**src/rtl/rv_ctrl_pkg.sv**
```systemverilog
// Shared definitions for the multi-cycle RV32 control sequencer:
// opcode constants, immediate-format encodings and the FSM state type.
package rv_ctrl_pkg;

    localparam logic [6:0] OP_R = 7'b0110011;
    localparam logic [6:0] OP_I = 7'b0010011;
    localparam logic [6:0] OP_S = 7'b0100011;
    localparam logic [6:0] OP_L = 7'b0000011;
    localparam logic [6:0] OP_B = 7'b1100011;

    localparam logic [1:0] IMM_I = 2'b00;
    localparam logic [1:0] IMM_S = 2'b01;
    localparam logic [1:0] IMM_B = 2'b10;

    typedef enum logic [2:0] {
        ST_FETCH  = 3'd0,
        ST_DECODE = 3'd1,
        ST_EXEC   = 3'd2,
        ST_MEM    = 3'd3,
        ST_WB     = 3'd4,
        ST_TRAP   = 3'd5
    } state_t;

    // True for the five opcode classes the sequencer knows how to execute.
    function automatic logic is_legal_op(input logic [6:0] opc);
        return (opc == OP_R) || (opc == OP_I) || (opc == OP_S) ||
               (opc == OP_L) || (opc == OP_B);
    endfunction

endpackage

```
**src/rtl/ctrl_wait_timer.sv**
```systemverilog
// Memory-wait watchdog. Counts cycles a request has been outstanding
// without ready and flags a timeout on the cycle the count sits at
// WAIT_MAX and ready is still low. Ready in that same cycle wins.
module ctrl_wait_timer #(
    parameter int WAIT_MAX = 15
) (
    input  logic clk,
    input  logic rst_n,
    input  logic clear,
    input  logic active,
    input  logic ready,
    output logic timeout
);

    localparam int CNT_W = (WAIT_MAX < 2) ? 1 : $clog2(WAIT_MAX + 1);
    localparam logic [CNT_W-1:0] CNT_MAX = CNT_W'(WAIT_MAX);

    logic [CNT_W-1:0] wait_cnt;

    // Wait counter: cleared when a request phase starts, saturates at WAIT_MAX.
    always_ff @(posedge clk or negedge rst_n) begin
        if (!rst_n) begin
            wait_cnt <= '0;
        end else if (clear) begin
            wait_cnt <= '0;
        end else if (active && !ready && (wait_cnt != CNT_MAX)) begin
            wait_cnt <= wait_cnt + 1'b1;
        end
    end

    assign timeout = active && !ready && (wait_cnt == CNT_MAX);

endmodule

```
**src/rtl/multicycle_ctrl_fsm.sv**
```systemverilog
// Multi-cycle control sequencer for the RV32 datapath. Steps each
// instruction through FETCH/DECODE/EXEC/MEM/WB, drives the datapath
// strobes one phase at a time and owns the memory request handshakes.
// Outputs are decoded from registered state; only ir_load/pc_we in the
// fetch-ready cycle follow imem_ready combinationally.
module multicycle_ctrl_fsm
    import rv_ctrl_pkg::*;
#(
    parameter int OP_W     = 7,
    parameter int IMM_W    = 2,
    parameter int WAIT_MAX = 15
) (
    input  logic             clk,
    input  logic             rst_n,
    input  logic             run_en,
    input  logic [OP_W-1:0]  op,
    input  logic             zero,
    output logic             imem_req,
    input  logic             imem_ready,
    output logic             ir_load,
    output logic             pc_we,
    output logic             pc_src,
    output logic [IMM_W-1:0] imm_sel,
    output logic             alu_src,
    output logic             dmem_req,
    output logic             dmem_we,
    input  logic             dmem_ready,
    output logic             reg_we,
    output logic             wb_sel,
    output logic             busy,
    output logic             err
);

    state_t          state;
    state_t          state_next;
    logic            fetch_req;
    logic            fetch_req_next;
    logic [OP_W-1:0] op_q;

    logic timer_clear;
    logic timer_active;
    logic timer_ready;
    logic timeout;

    // The timer watches whichever request is currently outstanding.
    assign timer_active = ((state == ST_FETCH) && fetch_req) || (state == ST_MEM);
    assign timer_ready  = (state == ST_MEM) ? dmem_ready : imem_ready;
    assign timer_clear  = ((state == ST_FETCH) && !fetch_req && run_en) ||
                          ((state == ST_EXEC) && ((op_q == OP_S) || (op_q == OP_L)));

    ctrl_wait_timer #(
        .WAIT_MAX (WAIT_MAX)
    ) u_wait_timer (
        .clk     (clk),
        .rst_n   (rst_n),
        .clear   (timer_clear),
        .active  (timer_active),
        .ready   (timer_ready),
        .timeout (timeout)
    );

    // State register plus the fetch-issued flag that keeps imem_req up until ready.
    always_ff @(posedge clk or negedge rst_n) begin
        if (!rst_n) begin
            state     <= ST_FETCH;
            fetch_req <= 1'b0;
        end else begin
            state     <= state_next;
            fetch_req <= fetch_req_next;
        end
    end

    // Opcode is captured once in DECODE and used for the rest of the instruction.
    always_ff @(posedge clk or negedge rst_n) begin
        if (!rst_n) begin
            op_q <= '0;
        end else if (state == ST_DECODE) begin
            op_q <= op;
        end
    end

    // Next-state and strobe decode.
    always_comb begin
        state_next     = state;
        fetch_req_next = fetch_req;
        imem_req       = 1'b0;
        ir_load        = 1'b0;
        pc_we          = 1'b0;
        pc_src         = 1'b0;
        imm_sel        = IMM_W'(IMM_I);
        alu_src        = 1'b0;
        dmem_req       = 1'b0;
        dmem_we        = 1'b0;
        reg_we         = 1'b0;
        wb_sel         = 1'b0;
        err            = 1'b0;
        case (state)
            ST_FETCH: begin
                if (!fetch_req) begin
                    if (run_en) fetch_req_next = 1'b1;
                end else begin
                    imem_req = 1'b1;
                    if (imem_ready) begin
                        ir_load        = 1'b1;
                        pc_we          = 1'b1;
                        fetch_req_next = 1'b0;
                        state_next     = ST_DECODE;
                    end else if (timeout) begin
                        fetch_req_next = 1'b0;
                        state_next     = ST_TRAP;
                    end
                end
            end
            ST_DECODE: begin
                state_next = is_legal_op(7'(op)) ? ST_EXEC : ST_TRAP;
            end
            ST_EXEC: begin
                case (7'(op_q))
                    OP_R: state_next = ST_WB;
                    OP_I: begin
                        alu_src    = 1'b1;
                        state_next = ST_WB;
                    end
                    OP_S: begin
                        imm_sel    = IMM_W'(IMM_S);
                        alu_src    = 1'b1;
                        state_next = ST_MEM;
                    end
                    OP_L: begin
                        alu_src    = 1'b1;
                        state_next = ST_MEM;
                    end
                    OP_B: begin
                        imm_sel    = IMM_W'(IMM_B);
                        pc_src     = 1'b1;
                        pc_we      = zero;
                        state_next = ST_FETCH;
                    end
                    default: state_next = ST_TRAP;
                endcase
            end
            ST_MEM: begin
                dmem_req = 1'b1;
                dmem_we  = (7'(op_q) == OP_S);
                if (dmem_ready) begin
                    state_next = (7'(op_q) == OP_S) ? ST_FETCH : ST_WB;
                end else if (timeout) begin
                    state_next = ST_TRAP;
                end
            end
            ST_WB: begin
                reg_we     = 1'b1;
                wb_sel     = (7'(op_q) != OP_L);
                state_next = ST_FETCH;
            end
            ST_TRAP: begin
                err = 1'b1;
            end
            default: state_next = ST_TRAP;
        endcase
    end

    assign busy = (state != ST_FETCH) || imem_req;

endmodule
```
**config.mk**
```make
export PLATFORM = sky130hd
export DESIGN_NAME = multicycle_ctrl_fsm
export DESIGN_NICKNAME = d
export VERILOG_FILES = /design/src/rtl/rv_ctrl_pkg.sv /design/src/rtl/ctrl_wait_timer.sv /design/src/rtl/multicycle_ctrl_fsm.sv
export SDC_FILE = /design/constraint.sdc
export NUM_CORES = 1
export LEC_CHECK = 0
export ABC_CLOCK_PERIOD_IN_PS = 3600
export CAP_MARGIN = 20
export CORE_UTILIZATION = 40
export CTS_BUF_LIST = sky130_fd_sc_hd__clkbuf_4 sky130_fd_sc_hd__clkbuf_8 sky130_fd_sc_hd__clkbuf_16
export CTS_CLUSTER_SIZE = 12
export DETAILED_ROUTE_END_ITERATION = 16
export GPL_ROUTABILITY_DRIVEN = 0
export PLACE_DENSITY = 0.8
export REMOVE_ABC_BUFFERS = 1
export SYNTH_ARGS = -nofsm -noshare
export SYNTH_HDL_FRONTEND = slang
export SYNTH_SLANG_ARGS = --single-unit
```
**constraint.sdc**
```tcl
create_clock -name clk -period 3.6 [get_ports clk]
set_input_delay 0.54 -clock clk [delete_from_list [all_inputs] [get_ports clk]]
set_output_delay 0.54 -clock clk [all_outputs]
set_load 0.005 [all_outputs]
```
==> results of run 1 <==
==> Yosys cell counts, types with 2 or more instances <==
| library cell | number |
|---|---|
| dfrtp_1 | 15 |
| nor2_1 | 10 |
| a21oi_1 | 7 |
| mux2_2 | 6 |
| nand2_1 | 6 |
| nor3_1 | 5 |
| o21ai_0 | 3 |
| a211o_1 | 2 |
| a211oi_1 | 2 |
| and2_1 | 2 |
| and3_1 | 2 |
| clkbuf_1 | 2 |
| inv_1 | 2 |
| mux2i_1 | 2 |
| nand2b_1 | 2 |
| nand3_1 | 2 |
| nand3b_1 | 2 |
| o21a_1 | 2 |
==> power groups by stage <==
stage	logic (mW)	clock network (mW)	registers [mW]
global placement	0.0196	0	0.172
global route	0.0216	0.120	0.168
CTS	0.0199	0.108	0.168
floorplan	0.00142	0	0.172
finish	0.0198	0.106	0.168
detailed placement	0.0199	0	0.172
==> per-stage QoR <==
step / setup slack [ps] / area (µm²) / hold WS, ps
after global placement: 1240 / 1160 / 484
final: 898 / 1190 / 509
after CTS: 938 / 1190 / 515
after global routing: 788 / 1190 / 527
after detailed placement: 1220 / 1160 / 495
after floorplan: 1810 / 873 / 244
==> cells by family (layout without fill, tap and decap cells) <==
kind of cell	Yosys count	after routing
AOI/OAI and AO/OA	24	24
xor gates and xnor gates	2	2
adders and majority gates	1	1
buffers and inverters	6	31
DFF	15	15
muxes	8	8
and+or+nand+nor	37	37
==> flip-flops by register name, summed over array words and instances (netlist names) <==
signal and cells:
u_wait_timer.wait_cnt 4, op_q 7, state 3, fetch_req 1
==> layer usage <==
metal | vias up | global-route usage (%)
met1 | 401 | 23.0
met3 | 4 | 3.43
met4 | 0 | 12.7
met5 | - | 0
li1 | 394 | -
met2 | 28 | 32.4
==> final timing paths <==
path	to	depth (start not counted)	start	slack, ps
max in group asynchronous	op_q[5]$_DFFE_PN0P_	1	rst_n	2500
setup / recovery	pc_we	4	state[2]$_DFFE_PN0P_	900
min in group asynchronous	u_wait_timer.wait_cnt[0]$_DFFE_PN0P_	1	rst_n	660
setup reg to reg	u_wait_timer.wait_cnt[1]$_DFFE_PN0P_	4	state[1]$_DFFE_PN0P_	1790
hold reg to reg	op_q[3]$_DFFE_PN0P_	1	op_q[3]$_DFFE_PN0P_	510
hold / removal	op_q[3]$_DFFE_PN0P_	1	op_q[3]$_DFFE_PN0P_	510
==> final cells by class <==
cell class	count	area (µm²)	share of cell area, %
multi-input cells	72	490	41.3
flip-flops and latches	15	375	31.6
repair buffers	25	250	21.1
well taps	27	33.8	2.85
clock buffers	4	30.0	2.53
inverters	2	7.51	0.632
==> worst max-delay path: cells and delay by family (launching register included) <==
kind	cells	cell delay [ps]
AOI/OAI and AO/OA	1	100
buffers and inverters	1	490
DFF	1	510
and+or+nand+nor	2	780
==> metrics, run 1 <==
outcome complete, no violations; Clock Skew 4.57 ps; initial antenna violation count 0; Met1 Routed Length 917 µm; fin crit period ~2700 ps; setup_tns 0 ps; Internal between 200 and 250 µW; total congestion overflow 0; Synth Instances 93; fin util 58.1%; CP max stage delay between 500 and 600 ps; slowest CP cell dfrtp_1; Yosys reg bits 15; WS Path Type register to output pin; Max H-tree Level 1; Final HPWL DP 1570 µm; final hold vios 0; simple-gate area share of the yosys netlist 23.2%; period utilization 75.1%; Worst EP arrival 2160 ps; wire per inst 14.2 µm; commonest non-fill, non-tap cell in the layout clkdlybuf4s50_1; XOR/XNOR Fraction of Synth Area 1.96%; # Post-CTS Setup Buffers 0; Non-Filler Instances 145; Clock power frac 36.0%; Port Buf Inserts 25; CTS tree built; Core Area 2040 µm²; largest net degree at the start of global routing 16; Pwr Density 248 nW/µm²; area leader, netlist dfrtp_1; Max clock buf depth 2; chip width 49.3 µm; syn avg cell area 9.63 µm²; commonest non-fill, non-tap cells in the layout clkdlybuf4s50_1, dfrtp_1, nor2_1; Synth Warn # 0; number of vias per cell 5.70; vias in the first global route 837; Max transition margin 53.6%; Iteration-0 DRC Markers 32; DP Cell Count 141; Final Slew Violations 0; met2 wire length approximately 1000 µm; Top Metal Used met4; Async SR Flop Fraction 100%; initial cell density of the core ~44%; crit-path cells nor3_1, and3_1, a21o_1, clkdlybuf4s50_1; first-pass GRT wire length 3580 µm; mux cell area share after synthesis 9.78%; total track usage about a fifth; Max IR drop VDD 221 µV; worst hold path type register to register; clock latency on the worst-skew pair 290 ps; # IOs 26; Hold-fix buffers, CTS 0; total inserted antenna cells 0; share of the synthesized area in the top cell type 41.9%; Adder-Cell Fraction of Synth Area roughly 1.4%; crit-path max FO 11; Flop pwr share 57.3%; main flop type after synthesis dfrtp_1; die height 49.3 µm; transition time at the pin with the least slew margin 694 ps; Tot Pwr 294 µW; CP Data Required Time 3060 ps; RSZ-0062 raised after global routing no; Die ar. 2430 µm²; final setup fails 0; Leakage approximately 0.51 nW; area delta synth->final 32.5%; CP endpoint kind output pin; switching part of the total 21.3%; fill count 193; fmax between 300 and 400 MHz; WL met3 between 70 and 80 µm; CTS root buf clkbuf_4; drt drc 0; num rows 16; MaxCap Viol Count 0; Final nets 133; CTS clk-pin slew, worst paths 90 ps; post-CTS resize count 0; synth unique cells 37; Post-synth EDFFs 0; Setup crit start kind register; TritonCTS buffer count 3; Synth Area in Compound Gates 18.4%; Synth area leaders dfrtp_1, mux2_2, nor2_1; synthesized cell area 896 µm²; Antenna Violating Nets Remaining 0; Pre-antenna DRT Iters 4; fraction of layout cells with a size suffix above 1 a little under an eighth; Comb power frac 6.7%; sequential fraction of the synthesis area a little over two fifths; switching pwr about 63 µW; via count 827; largest family of logic cells by synthesized area simple AND/OR/NAND/NOR gates; overall routed net length a little over 2000 µm; CTS Sinks 15
Power figures use the tool's default switching activity.
==> inputs of run 2 (changes only) <==
--- a/config.mk
+++ b/config.mk
@@ -5,7 +5,7 @@
 export SDC_FILE = /design/constraint.sdc
 export NUM_CORES = 1
 export LEC_CHECK = 0
-export ABC_CLOCK_PERIOD_IN_PS = 3600
+export ABC_CLOCK_PERIOD_IN_PS = 2500
 export CAP_MARGIN = 20
 export CORE_UTILIZATION = 40
 export CTS_BUF_LIST = sky130_fd_sc_hd__clkbuf_4 sky130_fd_sc_hd__clkbuf_8 sky130_fd_sc_hd__clkbuf_16
==> constraint.sdc (replaced) <==
create_clock -name clk -period 2.5 [get_ports clk]
set_input_delay 0.375 -clock clk [delete_from_list [all_inputs] [get_ports clk]]
set_output_delay 0.375 -clock clk [all_outputs]
set_load 0.005 [all_outputs]
==> run 2 against run 1 <==
Compared with the run above:
- non-clock buffer count up 3
- count of clock-buffer cells in the layout unchanged
- flip-flop and latch count unchanged
==> metrics, run 2 (synthesized netlist as in run 1, its figures left out) <==
Flop pwr share 57.7%; fin util 59.6%; Clock Skew 2.59 ps; Worst EP arrival 1980 ps; Internal 333 µW; Max transition margin 54.8%; Hold-fix buffers, CTS 0; Setup crit start kind register; CTS root buf clkbuf_4; overall routed net length 2040 µm; via count 831; fmax ~420 MHz; number of vias per cell 5.61; clock latency on the worst-skew pair 280 ps; TritonCTS buffer count 3; commonest non-fill, non-tap cell in the layout clkdlybuf4s50_1; period utilization 94.4%; Port Buf Inserts 25; CP endpoint kind output pin; total congestion overflow 0; area post-placement 1170 µm²; chip width 49.3 µm; Iteration-0 DRC Markers 23; CTS Sinks 15; Die ar. 2430 µm²; Final nets around 140; total track usage 19.8%; max reg flops 7; outcome complete, no violations; Antenna Violating Nets Remaining 0; worst hold path type input port to async pin; num rows 16; vias in the first global route between 800 and 900; CTS clk-pin slew, worst paths 90 ps; Pre-antenna DRT Iters 4; initial antenna violation count 0; Final Slew Violations 0; wire per inst 13.8 µm; largest net degree at the start of global routing 16; Tot Pwr 420 µW; initial cell density of the core 43.9%; Max clock buf depth 2; # IOs 26; Leakage 0.522 nW; Max IR drop VDD 231 µV; first-pass GRT wire length 3590 µm; Max H-tree Level 1; final hold vios 0; Comb power frac 6.9%; transition time at the pin with the least slew margin 677 ps; die height 49.3 µm; crit-path max FO 4; Final Cell Area 1220 µm²; fraction of layout cells with a size suffix above 1 15.7%; MaxCap Viol Count 0; CTS tree built; drt drc 0; Final HPWL DP 1550 µm; area delta synth->final 35.8%; switching pwr just under 90 µW; largest reg by FF count op_q; fin crit period 2360 ps; switching part of the total 20.6%; Core Area 2040 µm²; biggest regs op_q: 7 flops, u_wait_timer.wait_cnt: 4 flops, state: 3 flops; Clock power frac 35.4%; total inserted antenna cells 0; Non-Filler Instances 148; CP Data Required Time 2120 ps; Pwr Density 346 nW/µm²; reg2reg setup slack 680 ps; commonest non-fill, non-tap cells in the layout clkdlybuf4s50_1, dfrtp_1, nor2_1; final setup fails 0; WS Path Type register to output pin; DP Cell Count ~140
==> run 2: cell types whose count changed in the layout (fill, tap and decap cells not counted), sizes merged <==
cell / previous run / this run
buf: 0 / 3
==> run 2: routing by layer <==
| metal | track usage [%] | routed length (µm) | up-vias |
|---|---|---|---|
| met3 | 3.12 | 85 | 4 |
| met5 | 0 | 0 | - |
| met4 | 13.2 | 42 | 0 |
| met1 | 24.5 | 925 | 397 |
| met2 | 31.5 | 989 | 29 |
| li1 | - | - | 401 |
==> run 2: path summary, 6_finish.rpt <==
| check | from | end | depth (start not counted) |
|---|---|---|---|
| hold / removal | rst_n | state[1]$_DFFE_PN0P_ | 1 |
| setup / recovery | op_q[3]$_DFFE_PN0P_ | pc_we | 5 |
| max in group asynchronous | rst_n | state[2]$_DFFE_PN0P_ | 1 |
| hold reg to reg | op_q[2]$_DFFE_PN0P_ | op_q[2]$_DFFE_PN0P_ | 1 |
| min in group clk | op_q[2]$_DFFE_PN0P_ | op_q[2]$_DFFE_PN0P_ | 1 |
| setup reg to reg | state[1]$_DFFE_PN0P_ | u_wait_timer.wait_cnt[0]$_DFFE_PN0P_ | 4 |
==> run 2: stage by stage <==
step,worst slack [ps],TNS (ps),hold slack (ps)
after floorplan,817,0,79.4
after global placement,341,0,481
after detailed placement,360,0,492
after CTS,63.4,0,512
after global routing,-6.05,-6.05,527
final,140,0,498
==> run 2: power groups by stage <==
stage	registers, mW	logic [mW]	clock network (mW)
after floorplan	0.247	0.00205	0
after global placement	0.247	0.0286	0
after detailed placement	0.247	0.0288	0
after CTS	0.242	0.0292	0.152
after global routing	0.242	0.0314	0.164
final	0.242	0.0289	0.149
==> run 2: critical path: stages (launching register included) <==
cell,delay [ps]
dfrtp_1,380
and4bb_2,350
nand3_1,140
nor3_2,220
a21o_1,140
clkdlybuf4s50_1,490
==> run 2: timing repair <==
action | CTS | global route
buffers inserted | 0 | 1
resized for setup | 0 | 2
endpoints found under the setup margin | 0 | 1
==> run 2: layout make-up <==
cell class,count,area (µm²)
inverters,2,7.51
fillers,182,826
flip-flops and latches,15,377
repair buffers,28,273
well taps,27,33.8
clock buffers,4,30.0
multi-input cells,72,495
==> inputs of run 3 (changes only) <==
--- a/config.mk
+++ b/config.mk
@@ -7,8 +7,10 @@
 export LEC_CHECK = 0
 export ABC_CLOCK_PERIOD_IN_PS = 2500
 export CAP_MARGIN = 20
+export CORE_MARGIN = 3
 export CORE_UTILIZATION = 40
 export CTS_BUF_LIST = sky130_fd_sc_hd__clkbuf_4 sky130_fd_sc_hd__clkbuf_8 sky130_fd_sc_hd__clkbuf_16
+export CTS_CLUSTER_DIAMETER = 80
 export CTS_CLUSTER_SIZE = 12
 export DETAILED_ROUTE_END_ITERATION = 16
 export GPL_ROUTABILITY_DRIVEN = 0
==> run 3 against run 2 <==
Compared with the run above:
- critical path depth stayed put
- fmax is 0.14% lower
- via count is 3.9% lower
- critical endpoint unchanged
==> metrics, run 3 (synthesized netlist as in run 1, its figures left out) <==
CTS Sinks 15; CP Data Required Time 2120 ps; Place WS 353 ps; final setup fails 0; CTS clk-pin slew, worst paths 90 ps; Core Area 2040 µm²; period utilization a little over nine tenths; num rows 16; Max IR drop VDD 235 µV; die height about 53 µm; biggest regs op_q: 7 flops, u_wait_timer.wait_cnt: 4 flops, state: 3 flops; Port Buf Inserts 25; Iteration-0 DRC Markers 10; MaxCap Viol Count 0; RSZ-0062 raised after global routing no; Final nets 135; outcome complete, no violations; Die ar. 2840 µm²; first-pass GRT wire length 3340 µm; Setup crit start kind register; total congestion overflow 0; total track usage 16.5%; TritonCTS buffer count 3; CTS tree built; crit-path max FO 6; commonest non-fill, non-tap cells in the layout clkdlybuf4s50_1, dfrtp_1, nor2_1; CTS root buf clkbuf_4; number of vias per cell 5.44; Antenna Violating Nets Remaining 0; overall routed net length 2080 µm; Final Cell Area around 1200 µm²; fmax 423 MHz; fraction of layout cells with a size suffix above 1 ~14%; Worst EP arrival approximately 2000 ps; worst hold path type input port to async pin; total inserted antenna cells 0; area post-placement 1170 µm²; fin crit period 2360 ps; worst r2r path cells 4; Max H-tree Level 1; via count 799; Pwr Density 348 nW/µm²; largest reg by FF count op_q; largest net degree at the start of global routing 16; vias in the first global route 725; final worst slack 137 ps; Tot Pwr 421 µW; area delta synth->final 34.8%; clock latency on the worst-skew pair around 280 ps; Pre-antenna DRT Iters 4; Clock Skew 0.679 ps; Leakage about 0.52 nW; Max clock buf depth 2; max reg flops 7; Final HPWL DP 1590 µm; chip width approximately 53 µm; initial antenna violation count 0; final hold vios 0; initial cell density of the core between 40% and 50%; Final Slew Violations 0; wire per inst between 10 and 15 µm; transition time at the pin with the least slew margin 657 ps; Max transition margin 56.1%; WS Path Type register to output pin; drt drc 0; CP endpoint kind output pin; setup_tns 0 ps; commonest non-fill, non-tap cell in the layout clkdlybuf4s50_1; # IOs 26
[run 3: power breakdown]
group	switching, mW	internal, mW
Clock	0.0765	0.0727
Sequential	0	0.242
Combinational	0.0107	0.0182
[run 3: worst max-delay path, cell delays in order (launching register included)]
cell             delay (ps)
dfrtp_1                 380
and4bb_2                370
nand3_1                 150
nor3_2                  180
a21o_1                  140
clkdlybuf4s50_1         490
[run 3: worst paths after layout]
path / start / to / slack (ps)
worst max-delay path: op_q[2]$_DFFE_PN0P_ / pc_we / 140
worst min-delay path: rst_n / op_q[2]$_DFFE_PN0P_ / 490
worst max register to register: state[1]$_DFFE_PN0P_ / u_wait_timer.wait_cnt[1]$_DFFE_PN0P_ / 680
worst min register to register: op_q[2]$_DFFE_PN0P_ / op_q[2]$_DFFE_PN0P_ / 520
max in group asynchronous: rst_n / u_wait_timer.wait_cnt[3]$_DFFE_PN0P_ / 1590
min in group clk: op_q[2]$_DFFE_PN0P_ / op_q[2]$_DFFE_PN0P_ / 520
[run 3: routing by layer]
layer / up-vias / part of all wire (%) / GRT usage (%)
met5: - / 0 / 0
met4: 0 / 0.86 / 7.66
met2: 16 / 49 / 26.9
met3: 2 / 3.0 / 1.69
met1: 386 / 47 / 21.5
li1: 395 / - / -
[run 3: layout make-up]
type | count | area (µm²)
clock buffers | 4 | 30.0
fillers | 180 | 835
inverters | 2 | 7.51
multi-input cells | 72 | 495
flip-flops and latches | 15 | 375
well taps | 27 | 33.8
repair buffers | 27 | 265
[run 3: what timing repair did]
item	CTS	global route
hold buffers	0	0
resized for setup	0	1
buffers inserted	0	0
setup endpoints to repair	0	1
[run 3: per-stage QoR]
step	hold WS [ps]	std cells	utilization [%]
floorplan	79.4	89	-
global route	534	147	59.1
global placement	481	143	57.4
finish	492	147	59.1
CTS	508	147	58.9
detailed placement	499	143	57.4
